`config.mk`:
```
export PLATFORM = sky130hd
export DESIGN_NAME = btb_update_ctrl
export DESIGN_NICKNAME = d
export VERILOG_FILES = /design/src/rtl/btb_update_ctrl.sv
export SDC_FILE = /design/constraint.sdc
export NUM_CORES = 1
export LEC_CHECK = 0
export ABC_AREA = 1
export BUFFER_PORTS_ARGS = -buffer_cell sky130_fd_sc_hd__buf_2
export CORE_MARGIN = 10
export CORE_UTILIZATION = 40
export CTS_BUF_LIST = sky130_fd_sc_hd__clkbuf_2
export DETAILED_ROUTE_END_ITERATION = 16
export PLACE_DENSITY = 0.56
export SLEW_MARGIN = 20
export SYNTH_ARGS = -nofsm -noshare
export SYNTH_HDL_FRONTEND = slang
export SYNTH_SLANG_ARGS = --single-unit
export TNS_END_PERCENT = 5
```
`constraint.sdc`:
```
create_clock -name clk -period 4.9 [get_ports clk]
set_input_delay 0.245 -clock clk [delete_from_list [all_inputs] [get_ports clk]]
set_output_delay 0.245 -clock clk [all_outputs]
set_load 0.005 [all_outputs]
```
`src/rtl/btb_update_ctrl.sv`:
```
// BTB write-port owner: flags mispredicts, queues (PC, NPC) updates and
// drains them one per cycle, and runs a full-table neutralising sweep on request.
module btb_update_ctrl #(
  parameter int unsigned FIFO_DEPTH = 4,
  parameter int unsigned BTB_SIZE   = 256,
  parameter int unsigned CNT_W      = 16
) (
  input  logic             clk,
  input  logic             rst,
  input  logic             resolve_valid,
  input  logic [15:0]      resolve_pc,
  input  logic [15:0]      resolve_npc_pred,
  input  logic [15:0]      resolve_npc_actual,
  input  logic             clear_req,
  output logic             flush,
  output logic [15:0]      redirect_pc,
  output logic             btb_we,
  output logic [15:0]      btb_pc,
  output logic [15:0]      btb_npc,
  output logic             sweep_busy,
  output logic [CNT_W-1:0] mispredict_cnt,
  output logic [7:0]       drop_cnt
);

  localparam int unsigned AW = $clog2(FIFO_DEPTH);
  localparam int unsigned PW = AW + 1;
  localparam int unsigned IW = $clog2(BTB_SIZE);

  typedef enum logic {IDLE, SWEEP} state_t;

  state_t        state, state_nxt;
  logic [PW-1:0] wr_ptr, rd_ptr;
  logic [IW-1:0] idx;
  logic [15:0]   q_pc  [FIFO_DEPTH];
  logic [15:0]   q_npc [FIFO_DEPTH];

  logic mp_c, empty_c, full_c, pop_c, push_c, drop_c;
  logic [15:0] sweep_pc_c;

  // Queue control: pops only in IDLE; a clear request supersedes both push and pop.
  always_comb begin
    mp_c       = resolve_valid && (resolve_npc_pred != resolve_npc_actual);
    empty_c    = (wr_ptr == rd_ptr);
    full_c     = (wr_ptr[AW] != rd_ptr[AW]) && (wr_ptr[AW-1:0] == rd_ptr[AW-1:0]);
    pop_c      = (state == IDLE) && !empty_c && !clear_req;
    push_c     = (state == IDLE) && mp_c && !clear_req && (!full_c || pop_c);
    drop_c     = mp_c && !push_c;
    sweep_pc_c = 16'({idx, 2'b00});
  end

  always_ff @(posedge clk) begin
    if (rst) state <= IDLE;
    else     state <= state_nxt;
  end

  always_comb begin
    state_nxt = state;
    case (state)
      IDLE:    if (clear_req) state_nxt = SWEEP;
      SWEEP:   if (idx == IW'(BTB_SIZE - 1)) state_nxt = IDLE;
      default: state_nxt = IDLE;
    endcase
  end

  // Queue storage needs no reset; validity is tracked by the pointers.
  always_ff @(posedge clk) begin
    if (push_c) begin
      q_pc[wr_ptr[AW-1:0]]  <= resolve_pc;
      q_npc[wr_ptr[AW-1:0]] <= resolve_npc_actual;
    end
  end

  always_ff @(posedge clk) begin
    if (rst) begin
      flush          <= 1'b0;
      redirect_pc    <= '0;
      btb_we         <= 1'b0;
      btb_pc         <= '0;
      btb_npc        <= '0;
      sweep_busy     <= 1'b0;
      mispredict_cnt <= '0;
      drop_cnt       <= '0;
      wr_ptr         <= '0;
      rd_ptr         <= '0;
      idx            <= '0;
    end else begin
      flush      <= mp_c;
      btb_we     <= 1'b0;
      sweep_busy <= 1'b0;
      if (mp_c) redirect_pc <= resolve_npc_actual;
      if (mp_c && (mispredict_cnt != '1)) mispredict_cnt <= mispredict_cnt + CNT_W'(1);
      if (drop_c && (drop_cnt != '1))     drop_cnt <= drop_cnt + 8'(1);
      case (state)
        IDLE: begin
          if (clear_req) begin
            rd_ptr <= wr_ptr;
            idx    <= '0;
          end else begin
            if (push_c) wr_ptr <= wr_ptr + PW'(1);
            if (pop_c) begin
              rd_ptr  <= rd_ptr + PW'(1);
              btb_we  <= 1'b1;
              btb_pc  <= q_pc[rd_ptr[AW-1:0]];
              btb_npc <= q_npc[rd_ptr[AW-1:0]];
            end
          end
        end
        SWEEP: begin
          // Writing NPC = PC+4 makes a hit indistinguishable from a miss.
          btb_we     <= 1'b1;
          sweep_busy <= 1'b1;
          btb_pc     <= sweep_pc_c;
          btb_npc    <= sweep_pc_c + 16'd4;
          idx        <= idx + IW'(1);
        end
        default: ;
      endcase
    end
  end

endmodule

```
---- Word-level counts from Yosys, hierarchy flattened ----
Memory sizes are Yosys's and may differ from the RTL's. A register that Yosys moved wholly into a read port is not among the register bits.
Cells that the tools add are included.
operators by class
  $add $sub $neg .......................... 6
  multipliers ............................. 0
  divide/modulo/power cells ............... 0
  $lt $le $gt $ge ......................... 0
  eq/ne operators ......................... 10
  shift operators ......................... 0
  mux-type cells .......................... 23
  bitwise operators ....................... 2
  reductions and logical operators ........ 19
operators with widths
  operator               count
  $mux 16                4
  $pmux 16 s2            2
  $add 16x1->16 const B  1
  $add 8x1->8 const B    2
  $ne 16x16->1           1
  $ne 16x16->1 const B   1
  $pmux 8 s2             1
  $add 10x3->11 const B  1
  $logic_and 1x1->1      10
  $eq 8x8->1 const B     1
  $mux 2                 4
  $mux 8                 1
  $ne 8x8->1 const B     1
  $mux 1                 7
  $add 3x1->3 const B    2
  $mux 3                 2
  $ne 2x2->1 const B     3
  $logic_not 1->1        4
  $pmux 1 s2             2
  $reduce_and 2->1       2
  $eq 3x3->1             1
  $reduce_and 3->1       1
  $eq 2x2->1             1
  $not 1->1              2
  other kinds (3)        3
storage, ports and cells
  flip-flop bits (word level) ............. 90
  latch bits .............................. 0
  memory bits (writable) .................. 128
  bits in read-only memories .............. 0
  input port bits ......................... 52
  output and inout port bits .............. 75
  logic and storage cells ................. 74
  memories kept ........................... 2
memories
  memory  words  width  rd ports  clocked after memory_dff  write ports  RTL line  RTL
  q_npc   4      16     1         1                         1            35        logic [15:0] q_npc [FIFO_DEPTH];
  q_pc    4      16     1         1                         1            34        logic [15:0] q_pc [FIFO_DEPTH];

---- Longest topological paths before layout ----
  depth in word-level cells ............... 9
  mapped depth ............................ 12
  mapped depth without buffers ............ 11

---- Worst setup path before layout ----
OpenSTA, ideal clock, no wires.
  path kind ............................... input to register
  from .................................... input resolve_npc_pred[7]
  to ...................................... memory q_npc[0][0], enable pin
  arrival ................................. 2.332 ns
  data required time ...................... 4.479 ns
  setup slack ............................. 2.147 ns
  stages on the path ...................... 9
  cell sequence ........................... nand2_1 inv_1 nor2_1 nor2_1 nand2_1 nor2_1 nand2_2 nand3_1 nor2_1
on the way
  cells in the longest elaborated chain, start to end .. 7
RTL lines
  element                          RTL line  RTL
  start: declaration               12        input logic [15:0] resolve_npc_pred,
  $ne 16x16->1                     42        mp_c = resolve_valid && (resolve_npc_pred != resolve_npc_actual);
  $logic_and 1x1->1                42
  $logic_and 1x1->1 (3 in series)  46        push_c = (state == IDLE) && mp_c && !clear_req && (!full_c || pop_c);
  $mux 1                           67        if (push_c) begin
  $mux 1 (implied by the code)     69        q_npc[wr_ptr[AW-1:0]] <= resolve_npc_actual;
  end: declaration                 35
Every way passes these cells.

---- Worst setup path in the final report ----
  from .................................... register state
  to ...................................... register btb_pc[9]
on the way
  cells in the longest elaborated chain, start to end .. 5
RTL lines
  element                          RTL line  RTL
  start: declaration               31        state_t state, state_nxt;
  start signal: assignment         53        else state <= state_nxt;
  $not 1->1 (no line)              n/a
  $logic_and 1x1->1 (2 in series)  45        pop_c = (state == IDLE) && !empty_c && !clear_req;
  $ne 2x2->1 (no line)             n/a
  $reduce_and 2->1 (no line)       n/a
  end signal: assignment           103       btb_pc <= q_pc[rd_ptr[AW-1:0]];
  end signal: assignment           112       btb_pc <= sweep_pc_c;
  end: declaration                 18        output logic [15:0] btb_pc,
Parallel ways exist; a longest one is shown, timed or not.
A chain may end at the register's enable or synchronous reset.

==> impl_metrics.py <==
metrics = {
    "min_path": {
        "hold_path.class": "in2reg",
        "hp-start": "resolve_pc[1]",
    },
    "yosys": {
        "yosysTopAreaCell": "edfxtp_1",
        "syn_nets": 1037,
        "postSynthAreaPerCell_sq_um": 9.44,
        "synthTopCellsByCount": "nand2_1 (192), nor2_1 (153), edfxtp_1 (128)",
        "synth-seq-cells": 220,
        "synth_area_leaders": "edfxtp_1 (42%), dfxtp_1 (20%), nand2_1 (7.8%)",
        "synth_edf_count": 128,
        "synthesis.area_sq_um": 9230,
        "yosys_warnings": 0,
        "synthMostInstantiatedCell": "nand2_1",
        "netlist.area_leader.share": 0.417,
        "yosysUniqueCellTypes": 32,
        "postSynthCellCount": 977,
        "synthArstFlopShare": 0,
        "ys_seq_area_frac": 0.616,
        "ys.flop_type": "edfxtp_1",
    },
    "setup_path": {
        "cp-startpoint": "state",
        "critPathCaptureType": "flop",
        "critPathMaxFanout": 30,
        "worstSetupPathType": "reg2reg",
        "timing.rr.start": "state",
        "path_common_cell": "nand2_1",
        "crit_family": "simple AND/OR/NAND/NOR gates",
        "crit_buf_inv": 1,
        "start_kind": "flop",
        "worstPathRequired_ns": 5.54,
        "slowest_delay_ns": 0.84,
        "worstPathArrival_ns": 3.56,
        "crit_chain": "nor2_1, nand2_1, nand2_1, inv_2, nand2_1, a31oi_1",
        "critPathSlowestCell": "nor2_1",
    },
    "pwr": {
        "power_leakage_nw": 4.50,
        "p_sw_w": 0.00110,
        "internal_power_w": 0.00271,
        "power_density_nw_per_um2": 347,
        "p_seq_frac": 0.542,
        "swShare": 0.288,
        "ir_drop_uv": 156,
        "combPwrFrac": 0.130,
        "clockPowerShare": 0.329,
    },
    "route": {
        "drtIter0Drc": 471,
        "dr.pass1.iters": 4,
        "wl_per_cell_um": 15.7,
        "wl_um": 23400,
        "route.vias.total": 7357,
        "avgViaCountPerCell": 4.93,
        "antenna_left": 0,
        "drc": 0,
    },
    "grt": {
        "grt_start_max_net_pins": 69,
        "grt_usage": 0.159,
        "overflow": 0,
        "grt_pass1_wl_um": 37800,
        "antenna_found_initial": 1,
        "grt_pass1_vias": 7367,
    },
    "sta": {
        "post-route-period-util": 0.595,
        "min_period_ns": 2.91,
        "setup_viol": 0,
        "fin_tns_setup_ns": 0,
        "slew_viol_final": 0,
        "grt_setup_unrepaired": "false",
        "relSlewSlack": 0.292,
        "clock.fmax_mhz": 343,
        "clock_skew_ns": 0.0273,
        "hold_viol_final": 0,
        "tightest_slew_ns": 1.06,
    },
    "status": {
        "outcome": "completed",
    },
    "placement": {
        "hpwl_um": 14200,
        "portBuffers": 126,
        "gp_congestion": 0.793,
        "placed_cell_area_sq_um": 10100,
    },
    "clock_tree": {
        "clock_latency_ns": 0.81,
        "ctsHoldBuffers": 35,
        "htree_levels": 2,
        "cts_resized": 0,
        "cts_setup_buffers": 0,
        "path_clk_slew_ns": 0.10,
        "clockBufferDepth": 3,
        "tritoncts": "yes",
        "cts_root_buffer": "clkbuf_2",
        "clock-sinks": 220,
        "numCtsBuffers": 58,
    },
    "finish": {
        "drive_gt1_frac": 0.215,
        "fin_area_sq_um": 11000,
        "area_delta_synth_final_pct": 18.9,
        "final_nets": 1219,
    },
    "floorplan": {
        "initial_core_util": 0.408,
        "die_area_sq_um": 29500,
        "die_h_um": 172,
        "num_rows": 55,
        "io_pins": 127,
        "core_area_sq_um": 22600,
        "die_w_um": 172,
    },
    "job": {
        "maxCapViolCount": 0,
    },
}
-- cell families after synthesis --
| family | after synthesis | share of synthesized area |
|---|---|---|
| AO/OA/AOI/OAI | 197 | 0.115 |
| buffers and inverters | 115 | 0.0496 |
| XOR/XNOR | 17 | 0.0161 |
| AND/OR/NAND/NOR | 420 | 0.192 |
| adder cells (fa/ha/maj) | 8 | 0.0108 |
| flip-flops | 220 | 0.616 |
-- cell usage in the layout, fill, tap and decap left out, types with 3 or more instances in the layout --
| master | n |
|---|---|
| nand2_1 | 192 |
| buf_4 | 8 |
| nand3_1 | 28 |
| o21ai_1 | 5 |
| nand4_1 | 33 |
| dlygate4sd3_1 | 35 |
| nor2_1 | 149 |
| o22ai_1 | 28 |
| inv_2 | 4 |
| a21oi_2 | 5 |
| a31oi_1 | 14 |
| xnor2_1 | 8 |
| ha_1 | 8 |
| clkinv_1 | 11 |
| buf_2 | 126 |
| xor2_1 | 9 |
| nand2_2 | 3 |
| dfxtp_1 | 91 |
| clkbuf_2 | 96 |
| inv_1 | 63 |
| nor2_2 | 5 |
| o21ai_0 | 97 |
| nor2_4 | 3 |
| edfxtp_1 | 128 |
| a21oi_1 | 47 |
-- worst paths after layout --
path	endpoint	slack, ns	depth (start not counted)
min	q_pc[0][1]	0.19	2
max reg2reg	btb_pc[9]	1.99	6
max	btb_pc[9]	1.99	6
min reg2reg	btb_npc[1]	0.46	2
-- cell type report --
class                      count  area, sq um
fill                        2229        11700
sequential                   220         5690
multi-input combinational    642         3090
timing repair buffer         169         1040
clock buffer                  96          480
tap                          285          357
inverter                      68          255
clock inverter                12         53.8
antenna                        1         2.50
-- state kept, by name, summed over array words and instances, names as in the netlist, named ones only --
signal / flops
btb_npc: 16
btb_pc: 16
btb_we: 1
drop_cnt: 8
flush: 1
idx: 8
mispredict_cnt: 16
q_npc: 64
q_pc: 64
rd_ptr: 3
redirect_pc: 16
state: 1
sweep_busy: 1
wr_ptr: 3
-- power groups by stage --
stage	Clock (W)	Sequential, W	Combinational, W
after global routing	0.00140	0.00207	0.000563
after floorplan	0	0.00210	0.000286
after global placement	0	0.00210	0.000475
after CTS	0.00131	0.00206	0.000502
final	0.00125	0.00206	0.000493
after detailed placement	0	0.00210	0.000478
-- routing by layer --
layer | vias to the layer above | track usage | part of all wire
li1 | 3747 | - | -
met5 | - | 0 | 0
met3 | 28 | 0.0490 | 0.069
met1 | 3417 | 0.206 | 0.47
met4 | 0 | 0.0484 | 0.014
met2 | 165 | 0.251 | 0.45
-- metrics by stage --
step | std cells | utilization | hold slack [ns] | setup WS [ns] | power, W
2_1_floorplan | 977 | - | 0.344 | 2.15 | 0.00239
3_3_place_gp | 1349 | 0.445 | 0.450 | 1.96 | 0.00258
3_5_place_dp | 1349 | 0.445 | 0.455 | 1.92 | 0.00258
4_1_cts | 1492 | 0.484 | 0.0875 | 1.90 | 0.00387
5_1_grt | 1493 | 0.485 | 0.0948 | 1.63 | 0.00404
6_report | 1493 | 0.485 | 0.193 | 1.99 | 0.00381
-- worst register-to-register path: cells and delay by family, from the launching register on --
kind	cells	cell delay, ns
simple gates	4	1.83
buf+inv	1	0.39
compound gates	1	0.07
flops	1	0.47
No activity file was read; power rests on OpenSTA's default activity.
